### src/rtl/alu_wide_pkg.sv
// Shared types for the alu_wide ALU and its BFM: op encodings, FSM state,
// debug view and multiplier latency bounds.
package alu_wide_pkg;

  typedef enum logic [2:0] {
    no_op  = 3'b000,
    add_op = 3'b001,
    and_op = 3'b010,
    xor_op = 3'b011,
    mul_op = 3'b100,
    sub_op = 3'b101,
    rsv_op = 3'b110,
    rst_op = 3'b111
  } operation_t;

  typedef enum logic [1:0] {
    ST_IDLE     = 2'd0,
    ST_BUSY_1   = 2'd1,
    ST_BUSY_MUL = 2'd2
  } state_t;

  typedef struct packed {
    state_t     state;
    logic [3:0] cnt;
    logic       mul_valid;
  } dbg_t;

  localparam int MUL_LAT_MIN = 2;
  localparam int MUL_LAT_MAX = 8;

  function automatic logic is_single_cycle(operation_t op);
    return (op == add_op) || (op == and_op) || (op == xor_op) || (op == sub_op);
  endfunction

endpackage

### src/rtl/alu_wide_mul.sv
// Unsigned WIDTH x WIDTH multiplier, LAT register stages deep, with a valid
// shift register that reset clears.
module alu_wide_mul
  import alu_wide_pkg::*;
#(
  parameter int WIDTH = 8,
  parameter int LAT   = 3
) (
  input  logic                 clk,
  input  logic                 reset,
  input  logic                 i_valid,
  input  logic [WIDTH-1:0]     i_a,
  input  logic [WIDTH-1:0]     i_b,
  output logic                 o_valid,
  output logic [2*WIDTH-1:0]   o_p
);

  logic [2*WIDTH-1:0] r_p [LAT];
  logic [LAT-1:0]     r_v;

  always_ff @(posedge clk) begin
    if (reset) begin
      r_v <= '0;
    end else begin
      r_v <= {r_v[LAT-2:0], i_valid};
    end
  end

  // Data stages carry no reset; only the valid pipe decides what is live.
  always_ff @(posedge clk) begin
    if (i_valid) begin
      r_p[0] <= {{WIDTH{1'b0}}, i_a} * {{WIDTH{1'b0}}, i_b};
    end
    for (int k = 1; k < LAT; k++) begin
      r_p[k] <= r_p[k-1];
    end
  end

  assign o_valid = r_v[LAT-1];
  assign o_p     = r_p[LAT-1];

endmodule

### src/rtl/alu_wide.sv
// WIDTH-bit start/done ALU with single-cycle add/and/xor/sub and a MUL_LAT
// pipelined multiply. Define ALU_WIDE_FLAGS_EN to add flag_zero/flag_carry.
module alu_wide
  import alu_wide_pkg::*;
#(
  parameter int WIDTH   = 8,
  parameter int MUL_LAT = 3
) (
  input  logic                 clk,
  input  logic                 reset,
  input  logic [WIDTH-1:0]     A,
  input  logic [WIDTH-1:0]     B,
  input  logic [2:0]           op,
  input  logic                 start,
  output logic                 done,
  output logic [2*WIDTH-1:0]   result,
`ifdef ALU_WIDE_FLAGS_EN
  output logic                 flag_zero,
  output logic                 flag_carry,
`endif
  output dbg_t                 o_dbg
);

  localparam logic [3:0] LAT4 = 4'(MUL_LAT);

  if (MUL_LAT < MUL_LAT_MIN || MUL_LAT > MUL_LAT_MAX) begin : g_bad_lat
    $error("alu_wide: MUL_LAT out of range");
  end

  operation_t         w_op;
  state_t             r_state;
  logic [3:0]         r_cnt;
  logic [WIDTH-1:0]   r_a;
  logic [WIDTH-1:0]   r_b;
  operation_t         r_op;
  logic               w_mul_launch;
  logic               w_mul_valid;
  logic [2*WIDTH-1:0] w_mul_p;
  logic [2*WIDTH-1:0] w_a_ext;
  logic [2*WIDTH-1:0] w_b_ext;
  logic [2*WIDTH-1:0] w_sc_res;

  assign w_op         = operation_t'(op);
  assign w_mul_launch = (r_state == ST_IDLE) && start && (w_op == mul_op);
  assign w_a_ext      = {{WIDTH{1'b0}}, r_a};
  assign w_b_ext      = {{WIDTH{1'b0}}, r_b};

  alu_wide_mul #(
    .WIDTH (WIDTH),
    .LAT   (MUL_LAT)
  ) u_mul (
    .clk     (clk),
    .reset   (reset),
    .i_valid (w_mul_launch),
    .i_a     (A),
    .i_b     (B),
    .o_valid (w_mul_valid),
    .o_p     (w_mul_p)
  );

  // Subtraction wraps modulo 2^(2*WIDTH), so a borrow sign-extends.
  always_comb begin
    w_sc_res = '0;
    case (r_op)
      add_op:  w_sc_res = w_a_ext + w_b_ext;
      sub_op:  w_sc_res = w_a_ext - w_b_ext;
      and_op:  w_sc_res = w_a_ext & w_b_ext;
      xor_op:  w_sc_res = w_a_ext ^ w_b_ext;
      default: w_sc_res = '0;
    endcase
  end

`ifdef ALU_WIDE_FLAGS_EN
  logic w_sc_carry;
  assign w_sc_carry = (r_op == add_op) ? w_sc_res[WIDTH] :
                      (r_op == sub_op) ? (r_a < r_b) : 1'b0;
`endif

  always_ff @(posedge clk) begin
    if (reset) begin
      r_state    <= ST_IDLE;
      r_cnt      <= '0;
      r_a        <= '0;
      r_b        <= '0;
      r_op       <= no_op;
      done       <= 1'b0;
      result     <= '0;
`ifdef ALU_WIDE_FLAGS_EN
      flag_zero  <= 1'b0;
      flag_carry <= 1'b0;
`endif
    end else begin
      done <= 1'b0;
      case (r_state)
        ST_IDLE: begin
          if (start && is_single_cycle(w_op)) begin
            r_a     <= A;
            r_b     <= B;
            r_op    <= w_op;
            r_state <= ST_BUSY_1;
          end else if (start && (w_op == mul_op)) begin
            r_a     <= A;
            r_b     <= B;
            r_op    <= w_op;
            r_cnt   <= 4'd1;
            r_state <= ST_BUSY_MUL;
          end
        end
        ST_BUSY_1: begin
          result     <= w_sc_res;
          done       <= 1'b1;
          r_state    <= ST_IDLE;
`ifdef ALU_WIDE_FLAGS_EN
          flag_zero  <= (w_sc_res == '0);
          flag_carry <= w_sc_carry;
`endif
        end
        ST_BUSY_MUL: begin
          // cnt is 1 after the sampling edge, so this fires MUL_LAT edges later.
          if (r_cnt == LAT4) begin
            result     <= w_mul_p;
            done       <= 1'b1;
            r_state    <= ST_IDLE;
`ifdef ALU_WIDE_FLAGS_EN
            flag_zero  <= (w_mul_p == '0);
            flag_carry <= 1'b0;
`endif
          end else begin
            r_cnt <= r_cnt + 4'd1;
          end
        end
        default: r_state <= ST_IDLE;
      endcase
    end
  end

  assign o_dbg.state     = r_state;
  assign o_dbg.cnt       = r_cnt;
  assign o_dbg.mul_valid = w_mul_valid;

endmodule

### config.mk
export PLATFORM = sky130hd
export DESIGN_NAME = alu_wide
export DESIGN_NICKNAME = d
export VERILOG_FILES = /design/src/rtl/alu_wide_pkg.sv /design/src/rtl/alu_wide_mul.sv /design/src/rtl/alu_wide.sv
export SDC_FILE = /design/constraint.sdc
export NUM_CORES = 1
export LEC_CHECK = 0
export ABC_CLOCK_PERIOD_IN_PS = 13320
export CORE_MARGIN = 4
export CORE_UTILIZATION = 26
export CTS_CLUSTER_SIZE = 25
export DETAILED_ROUTE_END_ITERATION = 8
export SYNTH_ARGS = -nofsm -noshare
export SYNTH_HDL_FRONTEND = slang
export SYNTH_SLANG_ARGS = --single-unit
### constraint.sdc
create_clock -name clk -period 13.32 [get_ports clk]
set_input_delay 3.33 -clock clk [delete_from_list [all_inputs] [get_ports clk]]
set_output_delay 3.33 -clock clk [all_outputs]
set_load 0.03 [all_outputs]
Word-level counts from Yosys, hierarchy flattened
Memories as Yosys holds them, arrays and structs flattened.
Index checks and enable logic that the tools add are counted.
{ "word_totals": {"regBits": 45, "ram_bits": 48, "input_bits": 22, "output_inout_bits": 24, "memories": 1} }
{ "memory_table": {"columns": ["memory", "words", "width", "read_ports", "rd_ports_with_merged_regs", "wr", "line", "source"], "rows": [
  ["u_mul.r_p", 3, 16, 3, 0, 3, "alu_wide_mul.sv:18", "logic [2*WIDTH-1:0] r_p [LAT];"]
]} }
{ "op_classes": {"n_addsub": 3, "n_mul": 1, "eq_ne": 17, "n_mux": 21, "n_bitwise": 2, "reduce_logical": 15} }
{ "op_table": {"columns": ["cell", "n"], "rows": [
  ["$pmux W16 S4", 1],
  ["$mux W8", 4],
  ["$pmux W16 S2", 1],
  ["$mul A8 B8 Y16", 1],
  ["$mux W16", 1],
  ["$eq A3 B2 Y1 const B", 4],
  ["$mux W4", 3],
  ["$add A8 B8 Y9", 1],
  ["$eq A3 B3 Y1 const B", 3],
  ["$sub A8 B8 Y9", 1],
  ["$and A8 B8 Y8", 1],
  ["$pmux W4 S2", 1],
  ["$xor A8 B8 Y8", 1],
  ["$eq A3 B1 Y1 const B", 2],
  ["$mux W2", 3],
  ["$mux W3", 2],
  ["$ne A2 B2 Y1 const B", 3],
  ["$reduce_and A2 Y1", 3],
  ["$reduce_bool A2 Y1", 3],
  ["$add A4 B1 Y4 const B", 1],
  ["$eq A4 B2 Y1 const B", 1],
  ["$logic_and A1 B1 Y1", 4],
  ["$pmux W2 S2", 1],
  ["$reduce_and A4 Y1", 1],
  ["other kinds (8)", 12]
]} }

Depth between registers and ports, before layout
Gate-level depths: netlist of the first run.
{ "logic_depth": {"ltp_word": 7, "depth_mapped": 15, "mapped_depth_nobuf": 15} }

Modules after synthesis
Synthesis of the first run repeated with hierarchy kept, for this count alone.
{ "hier_totals": {"cells_unflattened": 665, "area_unflattened_um2": 6352.3} }
{ "modules_own_cells": {"columns": ["mod", "n_inst", "cells_per_inst", "area_each_um2", "seq_area_each_um2"], "rows": [
  ["alu_wide_mul", 1, 313, 3427.0, 1181.1],
  ["alu_wide", 1, 352, 2925.3, 840.8]
]} }

Least setup slack after synthesis of the first run
OpenSTA, ideal clock, no wires.
{ "synth_path": {"kind": "input port to flip-flop", "startpoint": "input port B[7]", "endpoint": "memory u_mul.r_p[0][14] (netlist name) (data pin)", "setup_ps": 180, "arrival_time_ps": 6875, "t_required_ps": 13140, "setup_slack_ps": 6265, "cell_stages": 14, "path_cell_list": "nand2_1 fa_1 fa_1 inv_1 fa_1 inv_1 fa_1 inv_1 ha_1 a21oi_1 o211ai_1 nor4b_1 nor2_1 o311ai_1"} }
{ "synth_rtl": {"columns": ["element", "line", "source"], "rows": [
  ["from (decl)", "alu_wide.sv:12", "input logic [WIDTH-1:0] B,"],
  ["to (decl)", "alu_wide_mul.sv:18", null]
]} }

==> summary.txt, run 1 <==
Cells and area
  – Share of layout cells above drive strength 1: 0.06304
  – Antenna cells: 0
  – Storage cell area: 2022 sq um
  – Final net count: 809
  – Most common cell after layout, fill and taps aside: inv_1
  – Most frequent cells in the layout: inv_1, dfxtp_1, nor2_1
  – Synthesis-to-finish area growth: 16.90%
  – Fillers: 2513
  – Multi-input gate area: 3834 sq um

Drt
  – DRC viols: 0
  – DR WL/cell: 13.72 um
  – Final wirelength: 13960 um
  – Vias per inst: 4.488
  – DR iter-0 viols: 334
  – Antenna-violating nets left: 0
  – Vias: 4564
  – Drt pass-1 iters: 5

Clock network
  – TritonCTS clock tree: yes
  – Num CTS Buffers: 9
  – Maximum buffer depth of the clock tree: 2
  – Post-CTS Setup Bufs: 0
  – Post-CTS sizing: 0
  – CTS Hold Buffers Added: 0
  – CTS clk-pin slew, worst paths: 0.07 ns
  – CTS root buf: clkbuf_16
  – CTS sink count: 93
  – H-tree depth: 3
  – Worst-Skew Late Latency: 0.34 ns

STA
  – Min cycle time layout: 7.665 ns
  – RSZ-0062 raised after global routing: no
  – Worst Clk Skew: 0.01085 ns
  – Final setup viols: 0
  – Min Hold Slack: 0.3195 ns
  – Setup TNS: 0 ns
  – Final Hold Fails: 0
  – Post-route clock period utilization: 0.5754
  – Fin. max-slew vios: 0
  – Relative slew slack: 0.3422
  – Fmax: 130.5 MHz
  – Worst slew pin tran: 0.9867 ns

Power
  – Comb pwr share: 0.371
  – Switching power: 0.0003222 W
  – Leakage: 3.097 nW
  – Total Power: 0.0009177 W
  – Internal Power: 0.0005955 W
  – Power Dens Cells: 125.3 nW/um^2
  – Sw Share: 0.3511
  – Clk pwr share: 0.269
  – Share of power burned in registers: 0.360
  – Worst vdd ir: 61.83 uV

Synth
  – Mapped Nets: 769
  – Post-synth EDFFs: 16
  – Ys async rst share: 0
  – Synthesized netlist cell count: 653
  – Leading post-synthesis cells by cell area: dfxtp_1, fa_1, ha_1, edfxtp_1, and2_1
  – Post-synthesis area per instance: 9.594 sq um
  – Top_reg_cell synth: dfxtp_1
  – Area share of the largest cell type after synthesis: 0.2461
  – Synth warn: 0
  – Post-synth top area cell: dfxtp_1
  – Flops & latches, synth: 93
  – Netlist cell types: 70
  – Post-Syn Area: 6265 sq um
  – Register area share after synthesis: 0.3227

Setup path
  – Crit start category: primary input
  – Worst Reg-to-Reg Cells: 7
  – Most frequent CP cell: fa_1
  – Critical Path RT: 13.47 ns
  – CP bufs+invs: 4
  – CP Capture Type: register
  – Family with the most delay on the worst path: adder cells
  – Levels on crit path: 15
  – Setup Crit Path Kind: in -> reg
  – Worst path arrival time: 7.81 ns
  – Max stage delay on crit path: 0.61 ns
  – Worst-path fanout max: 9
  – Slowest cell on the critical path: clkdlybuf4s50_1
  – CP cell instances: clkdlybuf4s50_1, nand2_1, fa_1, fa_1, inv_1, fa_1, inv_1, fa_1, inv_1, ha_1, a21oi_1, o211ai_1, nor4b_1, nor2_1, o311ai_1

Global route
  – Vias in the first global route: 4540
  – Overflow left after global routing: 0
  – Largest net degree at the start of global routing: 48
  – Gr usage total: 0.1108
  – First-pass GRT wire length: 23800 um
  – Initial antenna violation count: 0

Die
  – Core region area: 23610 sq um
  – Die ar.: 26640 sq um
  – Starting Density: 0.2653
  – Ports: 46
  – Die width: 163.2 um
  – Die H: 163.2 um
  – Site Rows: 56

Placed design
  – Post-detail-place hpwl: 11180 um
  – GPL Wtd Cong: 0.8582
  – I/O Buffers: 45

Hold path
  – Hold Path Class: reg -> reg
  – Worst Hold Depth: 0

Outcome
  – Outcome: complete, no violations

Flow run
  – Max Cap Viol: 0
## sequential cells by signal (all words and copies together), names as in the netlist
signal	count
r_state	2
r_a	8
u_mul.r_p	48
r_op	3
result	16
u_mul.r_v	3
done	1
r_cnt	4
r_b	8
## layer usage
layer / track usage / vias to the layer above / wire length [um]
met5: 0 / - / 0
met4: 0.02287 / 0 / 116
li1: - / 2282 / -
met2: 0.1755 / 79 / 6265
met1: 0.1585 / 2195 / 7052
met3: 0.02044 / 8 / 521
## Yosys cell counts, drive strengths merged (3+ instances only)
cell	number
nand2b	9
o211ai	6
fa	38
buf	13
o22ai	5
and2	55
xnor2	10
nor3	7
nor3b	4
clkbuf	5
o31ai	3
a21o	6
o21a	4
nand3b	3
nand3	7
a211o	3
mux2i	24
dfxtp	77
edfxtp	16
ha	56
a31oi	5
o21bai	4
o21ai	30
a211oi	16
inv	82
xor2	6
nor2	57
a21oi	20
nand2	37
nor2b	8
## stage by stage
stage	instances	util	instance area (sq um)	setup slack, ns
2_1_floorplan	653	-	6265	6.265
3_3_place_gp	1001	0.2977	7030	5.419
3_5_place_dp	1001	0.2977	7030	5.307
4_1_cts	1017	0.3101	7323	5.645
5_1_grt	1017	0.3101	7323	5.275
6_report	1017	0.3101	7323	5.655
## worst register-to-register path, stage by stage (launching register included)
cell and delay [ns]:
dfxtp_1 0.40, inv_1 0.08, ha_1 0.39, nand2b_1 0.50
nand2_1 0.61, nor2_1 0.11, a211o_1 0.29, a31oi_1 0.15
## cell families after synthesis
logic type | synth area share
AOI/OAI and AO/OA | 0.1374
xor gates and xnor gates | 0.02237
adders and majority gates | 0.2333
buffers and inverters | 0.06591
DFF | 0.3227
muxes | 0.03835
and+or+nand+nor | 0.1799
## power groups by stage
| stage | Sequential (W) | Combinational [W] | Clock (W) |
|---|---|---|---|
| final | 0.000330 | 0.000341 | 0.000247 |
| after global routing | 0.000333 | 0.000393 | 0.000268 |
| after CTS | 0.000331 | 0.000344 | 0.000256 |
| after detailed placement | 0.000337 | 0.000341 | 0 |
| after global placement | 0.000337 | 0.000341 | 0 |
| after floorplan | 0.000342 | 0.000254 | 0 |
## worst paths after layout
path                             from                         end  slack, ns
max                              A[0]  u_mul.r_p[0][14]$_DFFE_PP_       5.66
min          u_mul.r_p[0][19]$_DFF_P_    u_mul.r_p[0][35]$_DFF_P_       0.32
max reg2reg   r_state[0]$_SDFFE_PP0P_      result[7]$_SDFFE_PP0P_      10.72
min reg2reg  u_mul.r_p[0][19]$_DFF_P_    u_mul.r_p[0][35]$_DFF_P_       0.32
## area by class of cell
class,count,share of cell area
timing repair buffer,47,0.06287
inverter,84,0.04305
sequential,93,0.2761
multi-input combinational,458,0.5235
clock inverter,7,0.009226
tap,319,0.05450
clock buffer,9,0.03075
No activity file was read; power rests on OpenSTA's default activity.
==> run 2, diff against run 1 <==
Settings changed: ABC_CLOCK_PERIOD_IN_PS 13320 to 7300.
Clock period 13.32 ns to 7.3 ns, I/O delays scaled along.
==> summary.txt, run 2 (synthesis gave the netlist of run 1 again) <==
STA
  – Final Hold Fails: 0 (unchanged)
  – Post-route clock period utilization: 0.8427
  – Fin. max-slew vios: 0 (unchanged)
  – Setup TNS: 0 ns (unchanged)
  – Min cycle time layout: 6.152 ns
  – RSZ-0062 raised after global routing: no (unchanged)
  – Worst slew pin tran: 0.9801 ns (was 0.9867 ns)
  – Worst Clk Skew: 0.009579 ns (was 0.01085 ns)
  – Min Hold Slack: 0.3214 ns (was 0.3195 ns)
  – Fmax: 162.6 MHz
  – Relative slew slack: 0.3466 (was 0.3422)
  – Final setup viols: 0 (unchanged)

Clock network
  – TritonCTS clock tree: yes (unchanged)
  – Post-CTS Setup Bufs: 0 (unchanged)
  – Num CTS Buffers: 9 (unchanged)
  – H-tree depth: 3 (unchanged)
  – CTS clk-pin slew, worst paths: 0.07 ns (about the same)
  – Worst-Skew Late Latency: 0.34 ns (about the same)
  – CTS root buf: clkbuf_16 (unchanged)
  – CTS sink count: 93 (unchanged)
  – CTS Hold Buffers Added: 0 (unchanged)
  – Maximum buffer depth of the clock tree: 2 (unchanged)
  – Post-CTS sizing: 0 (unchanged)

Setup path
  – Worst path arrival time: 6.30 ns (was 7.81 ns)
  – CP Capture Type: register (unchanged)
  – Worst-path fanout max: 9 (unchanged)
  – Setup Crit Path Kind: in -> reg (unchanged)
  – Critical Path RT: 7.45 ns (was 13.47 ns)
  – Crit start category: primary input (unchanged)
  – Worst Reg-to-Reg Cells: 7 (unchanged)

Cells and area
  – Most frequent cells in the layout: inv_1, dfxtp_1, nor2_1 (unchanged)
  – Largest regs: u_mul.r_p (48), result (16) (unchanged)
  – Antenna cells: 0 (unchanged)
  – Most common cell after layout, fill and taps aside: inv_1 (unchanged)
  – Max FFs per register: 48 (unchanged)
  – Final net count: 809 (unchanged)
  – Final core occ: 0.3108 (was 0.3101)
  – Fillers: 2483 (was 2513)
  – Final Non-Filler Cells: 1017 (unchanged)
  – Share of layout cells above drive strength 1: 0.06160 (was 0.06304)
  – Biggest register: u_mul.r_p (unchanged)
  – Synthesis-to-finish area growth: 17.14% (was 16.90%)

Placed design
  – Post-detail-place hpwl: 11220 um (was 11180 um)
  – GPL Wtd Cong: 0.8589 (was 0.8582)
  – I/O Buffers: 45 (unchanged)
  – Inst Count DP: 1001 (unchanged)

Power
  – Power Dens Cells: 231.8 nW/um^2 (was 125.3 nW/um^2)
  – Leakage: 3.102 nW (was 3.097 nW)
  – Internal Power: 0.001126 W (was 0.0005955 W)
  – Worst vdd ir: 100.4 uV (was 61.83 uV)
  – Clk pwr share: 0.280 (was 0.269)
  – Comb pwr share: 0.366 (was 0.371)
  – Share of power burned in registers: 0.354 (was 0.360)
  – Switching power: 0.0005746 W (was 0.0003222 W)
  – Sw Share: 0.3378 (was 0.3511)

Drt
  – Antenna-violating nets left: 0 (unchanged)
  – Vias per inst: 4.485 (was 4.488)
  – Final wirelength: 14040 um (was 13960 um)
  – Drt pass-1 iters: 5 (unchanged)
  – Vias: 4561 (was 4564)
  – DR iter-0 viols: 284 (was 334)
  – DR WL/cell: 13.81 um (was 13.72 um)
  – DRC viols: 0 (unchanged)

Global route
  – First-pass GRT wire length: 23810 um (was 23800 um)
  – Gr usage total: 0.1111 (was 0.1108)
  – Largest net degree at the start of global routing: 48 (unchanged)
  – Initial antenna violation count: 0 (unchanged)
  – Overflow left after global routing: 0 (unchanged)
  – Vias in the first global route: 4545 (was 4540)

Die
  – Core region area: 23610 sq um (unchanged)
  – Starting Density: 0.2653 (unchanged)
  – Die ar.: 26640 sq um (unchanged)
  – Die width: 163.2 um (unchanged)
  – Site Rows: 56 (unchanged)
  – Die H: 163.2 um (unchanged)
  – Ports: 46 (unchanged)

Flow run
  – Max Cap Viol: 0 (unchanged)

Hold path
  – Hold Path Class: reg -> reg (unchanged)
  – Worst Hold Depth: 0 (unchanged)

Outcome
  – Outcome: complete, no violations (unchanged)
## run 2: final cells by class
| cell class | instances | area [sq um] | area share |
|---|---|---|---|
| tap | 319 | 399.1 | 0.05439 |
| multi-input combinational | 458 | 3834 | 0.5224 |
| clock buffer | 11 | 242.7 | 0.03308 |
| clock inverter | 5 | 65.06 | 0.008866 |
| inverter | 84 | 315.3 | 0.04297 |
| sequential | 93 | 2022 | 0.2755 |
| timing repair buffer | 47 | 460.4 | 0.06275 |
## run 2: per-layer routing
metal,up-vias,global-route usage,share of wire
met2,90,0.1753,0.45
met5,-,0,0
met4,0,0.02326,0.0078
met1,2177,0.1581,0.50
li1,2286,-,-
met3,8,0.02246,0.046
## run 2: stage by stage
step,total power (W),cell area [sq um],setup WS [ns]
final,0.001701,7338,1.148
after global routing,0.001840,7338,0.8261
after CTS,0.001726,7338,1.143
after detailed placement,0.001238,7030,0.8019
after global placement,0.001236,7030,0.9039
after floorplan,0.001087,6265,1.750
## run 2: path summary, 6_finish.rpt
check / start / end / slack (ns)
hold reg to reg: u_mul.r_p[0][16]$_DFF_P_ / u_mul.r_p[0][32]$_DFF_P_ / 0.32
setup / recovery: A[0] / u_mul.r_p[0][14]$_DFFE_PP_ / 1.15
hold / removal: u_mul.r_p[0][16]$_DFF_P_ / u_mul.r_p[0][32]$_DFF_P_ / 0.32
setup reg to reg: r_state[0]$_SDFFE_PP0P_ / result[7]$_SDFFE_PP0P_ / 4.74
## run 2: critical path, cell delays in order
cell	delay (ns)
clkdlybuf4s50_1	0.63
nand2_1	0.13
fa_1	0.52
fa_1	0.55
inv_1	0.06
fa_1	0.53
inv_1	0.05
fa_1	0.52
inv_1	0.04
ha_1	0.35
a21oi_1	0.15
o211ai_1	0.16
nor4b_1	0.37
nor2_1	0.13
o311ai_1	0.28
## run 2: power by group through the flow
stage	Combinational [W]	Clock (W)	Sequential, W
3_3_place_gp	0.000622	0	0.000614
4_1_cts	0.000629	0.000494	0.000603
6_report	0.000622	0.000476	0.000603
5_1_grt	0.000718	0.000515	0.000607
3_5_place_dp	0.000623	0	0.000615
2_1_floorplan	0.000464	0	0.000623
==> run 3, diff against run 2 <==
Settings changed: ABC_CLOCK_PERIOD_IN_PS 7300 to 5200.
Clock period 7.3 ns to 5.2 ns, I/O delays scaled along.
==> summary.txt, run 3 (synthesis gave the netlist of run 1 again) <==
Die
  – Core region area: 23610 sq um (unchanged)
  – Die ar.: 26640 sq um (unchanged)
  – Die H: 163.2 um (unchanged)
  – Ports: 46 (unchanged)
  – Site Rows: 56 (unchanged)
  – Starting Density: 0.2653 (unchanged)
  – Die width: 163.2 um (unchanged)

Cells and area
  – Biggest register: u_mul.r_p (unchanged)
  – Max FFs per register: 48 (unchanged)
  – Antenna cells: 0 (unchanged)
  – Storage cell area: 2022 sq um (unchanged)
  – Fillers: 2467 (was 2483)
  – Most frequent cells in the layout: inv_1, dfxtp_1, nor2_1 (unchanged)
  – Synthesis-to-finish area growth: 24.61% (was 17.14%)
  – Final net count: 854 (was 809)
  – Most common cell after layout, fill and taps aside: inv_1 (unchanged)
  – Share of layout cells above drive strength 1: 0.1373 (was 0.06160)
  – Largest regs: u_mul.r_p (48), result (16) (unchanged)
  – Multi-input gate area: 3923 sq um (was 3834 sq um)

Power
  – Sw Share: 0.3406 (was 0.3378)
  – Total Power: 0.002612 W (was 0.001701 W)
  – Switching power: 0.0008897 W (was 0.0005746 W)
  – Internal Power: 0.001722 W (was 0.001126 W)
  – Share of power burned in registers: 0.323 (was 0.354)
  – Clk pwr share: 0.255 (was 0.280)
  – Power Dens Cells: 334.6 nW/um^2 (was 231.8 nW/um^2)
  – Comb pwr share: 0.421 (was 0.366)
  – Leakage: 3.418 nW (was 3.102 nW)
  – Worst vdd ir: 182.5 uV (was 100.4 uV)

Placed design
  – I/O Buffers: 45 (unchanged)
  – GPL Wtd Cong: 0.8416 (was 0.8589)
  – Post-detail-place hpwl: 11230 um (was 11220 um)

Clock network
  – TritonCTS clock tree: yes (unchanged)
  – CTS clk-pin slew, worst paths: 0.07 ns (about the same)
  – H-tree depth: 3 (unchanged)
  – Worst-Skew Late Latency: 0.34 ns (about the same)
  – Num CTS Buffers: 9 (unchanged)
  – Maximum buffer depth of the clock tree: 2 (unchanged)
  – CTS root buf: clkbuf_16 (unchanged)
  – CTS sink count: 93 (unchanged)
  – CTS Hold Buffers Added: 0 (unchanged)

STA
  – Post-route clock period utilization: 0.9690
  – Fmax: 198.5 MHz
  – Min cycle time layout: 5.039 ns
  – Fin. max-slew vios: 0 (unchanged)
  – RSZ-0062 raised after global routing: no (unchanged)
  – Final setup viols: 0 (unchanged)
  – Relative slew slack: 0.3193 (was 0.3466)
  – Worst slew pin tran: 1.021 ns (was 0.9801 ns)
  – Setup TNS: 0 ns (unchanged)
  – Min Hold Slack: 0.3223 ns (was 0.3214 ns)
  – Final Hold Fails: 0 (unchanged)
  – Worst Clk Skew: 0.006236 ns (was 0.009579 ns)

Setup path
  – Worst R2R End: result[7]$_SDFFE_PP0P_ (unchanged)
  – Max stage delay on crit path: 0.56 ns (was 0.63 ns)
  – CP cell instances: dlygate4sd2_1, buf_4, and2_1, fa_1, fa_1, fa_1, inv_1, fa_1, inv_1, ha_4, o211a_1, o31ai_2, a31oi_1, or2_1, xor2_1 (was clkdlybuf4s50_1, nand2_1, fa_1, fa_1, inv_1, fa_1, inv_1, fa_1, inv_1, ha_1, a21oi_1, o211ai_1, nor4b_1, nor2_1, o311ai_1)
  – Setup slack, reg-to-reg: 2.65 ns (was 4.74 ns)
  – Setup Crit Path Kind: in -> reg (unchanged)
  – Worst-path fanout max: 4 (was 9)
  – Worst Reg-to-Reg Cells: 7 (unchanged)
  – CP Capture Type: register (unchanged)
  – Worst path arrival time: 5.13 ns (was 6.30 ns)
  – CP bufs+invs: 4 (unchanged)
  – Worst r2r src: r_state[0]$_SDFFE_PP0P_ (unchanged)
  – Critical Path RT: 5.29 ns (was 7.45 ns)
  – Levels on crit path: 15 (unchanged)
  – Most frequent CP cell: fa_1 (unchanged)
  – Crit start category: primary input (unchanged)
  – Family with the most delay on the worst path: adder cells (unchanged)
  – Slowest cell on the critical path: fa_1 (was clkdlybuf4s50_1)

Hold path
  – Worst Hold Depth: 0 (unchanged)
  – Hold Path Sink: u_mul.r_p[0][34]$_DFF_P_ (was u_mul.r_p[0][32]$_DFF_P_)
  – Hold Path Class: reg -> reg (unchanged)
  – Hold path start: u_mul.r_p[0][18]$_DFF_P_ (was u_mul.r_p[0][16]$_DFF_P_)

Drt
  – Vias: 4670 (was 4561)
  – DR WL/cell: 13.20 um (was 13.81 um)
  – DR iter-0 viols: 316 (was 284)
  – Antenna-violating nets left: 0 (unchanged)
  – Final wirelength: 14020 um (was 14040 um)
  – Vias per inst: 4.397 (was 4.485)
  – DRC viols: 0 (unchanged)
  – Drt pass-1 iters: 4 (was 5)

Global route
  – Vias in the first global route: 4694 (was 4545)
  – Initial antenna violation count: 0 (unchanged)
  – Gr usage total: 0.1095 (was 0.1111)
  – Overflow left after global routing: 0 (unchanged)
  – First-pass GRT wire length: 23640 um (was 23810 um)
  – Largest net degree at the start of global routing: 48 (unchanged)

Flow run
  – Max Cap Viol: 0 (unchanged)

Outcome
  – Outcome: complete, no violations (unchanged)
-- run 3: cell types whose count changed in the layout (fill, tap and decap cells not counted), sizes merged --
cell / before / now
buf: 3 / 48
clkdlybuf4s50: 44 / 31
dlymetal6s2s: 0 / 9
dlygate4sd2: 0 / 4
inv: 84 / 86
bufinv: 1 / 0
clkbuf: 11 / 10
clkinv: 4 / 3
clkinvlp: 0 / 1
-- run 3: worst max path at each step --
stage                     startpoint                          to  slack [ns]
final                           A[3]  u_mul.r_p[0][11]$_DFFE_PP_        0.16
after global routing            B[4]  u_mul.r_p[0][11]$_DFFE_PP_        0.03
after CTS                       A[5]  u_mul.r_p[0][14]$_DFFE_PP_       0.003
after detailed placement        B[4]  u_mul.r_p[0][15]$_DFFE_PP_       -0.50
after global placement          A[2]  u_mul.r_p[0][14]$_DFFE_PP_       -0.45
after floorplan                 B[7]  u_mul.r_p[0][14]$_DFFE_PP_        0.17
-- run 3: what timing repair did --
| action | in CTS | in global routing |
|---|---|---|
| resized for setup | 9 | 23 |
| pin swaps | 5 | 17 |
| setup buffers | 0 | 1 |
| setup endpoints to repair | 6 | 6 |
-- run 3: layout make-up --
| class | count | area share |
|---|---|---|
| multi-input combinational | 458 | 0.5025 |
| clock inverter | 6 | 0.007533 |
| clock buffer | 10 | 0.03206 |
| timing repair buffer | 92 | 0.1074 |
| inverter | 84 | 0.04039 |
| tap | 319 | 0.05113 |
| sequential | 93 | 0.2590 |
-- run 3: per-layer routing --
layer	track usage	wire (um)	vias up
met3	0.02221	611	5
met1	0.1545	6924	2219
met2	0.1743	6372	80
met4	0.02287	111	0
met5	0	0	-
li1	-	-	2366
-- run 3: power by group through the flow --
stage               clock [W]  combinational (W)  sequential, W
finish               0.000667            0.00110       0.000844
CTS                  0.000687            0.00107       0.000845
detailed placement          0            0.00101       0.000861
floorplan                   0           0.000651       0.000875
global placement            0            0.00100       0.000860
global route         0.000724            0.00124       0.000851
-- run 3: stage by stage --
| step | cell area, sq um | utilization | cells | setup slack [ns] |
|---|---|---|---|---|
| after floorplan | 6265 | - | 653 | 0.1748 |
| after global placement | 7361 | 0.3117 | 1045 | -0.4543 |
| after detailed placement | 7361 | 0.3117 | 1045 | -0.5033 |
| after CTS | 7712 | 0.3266 | 1061 | 0.003014 |
| after global routing | 7806 | 0.3306 | 1062 | 0.02815 |
| final | 7806 | 0.3306 | 1062 | 0.1614 |
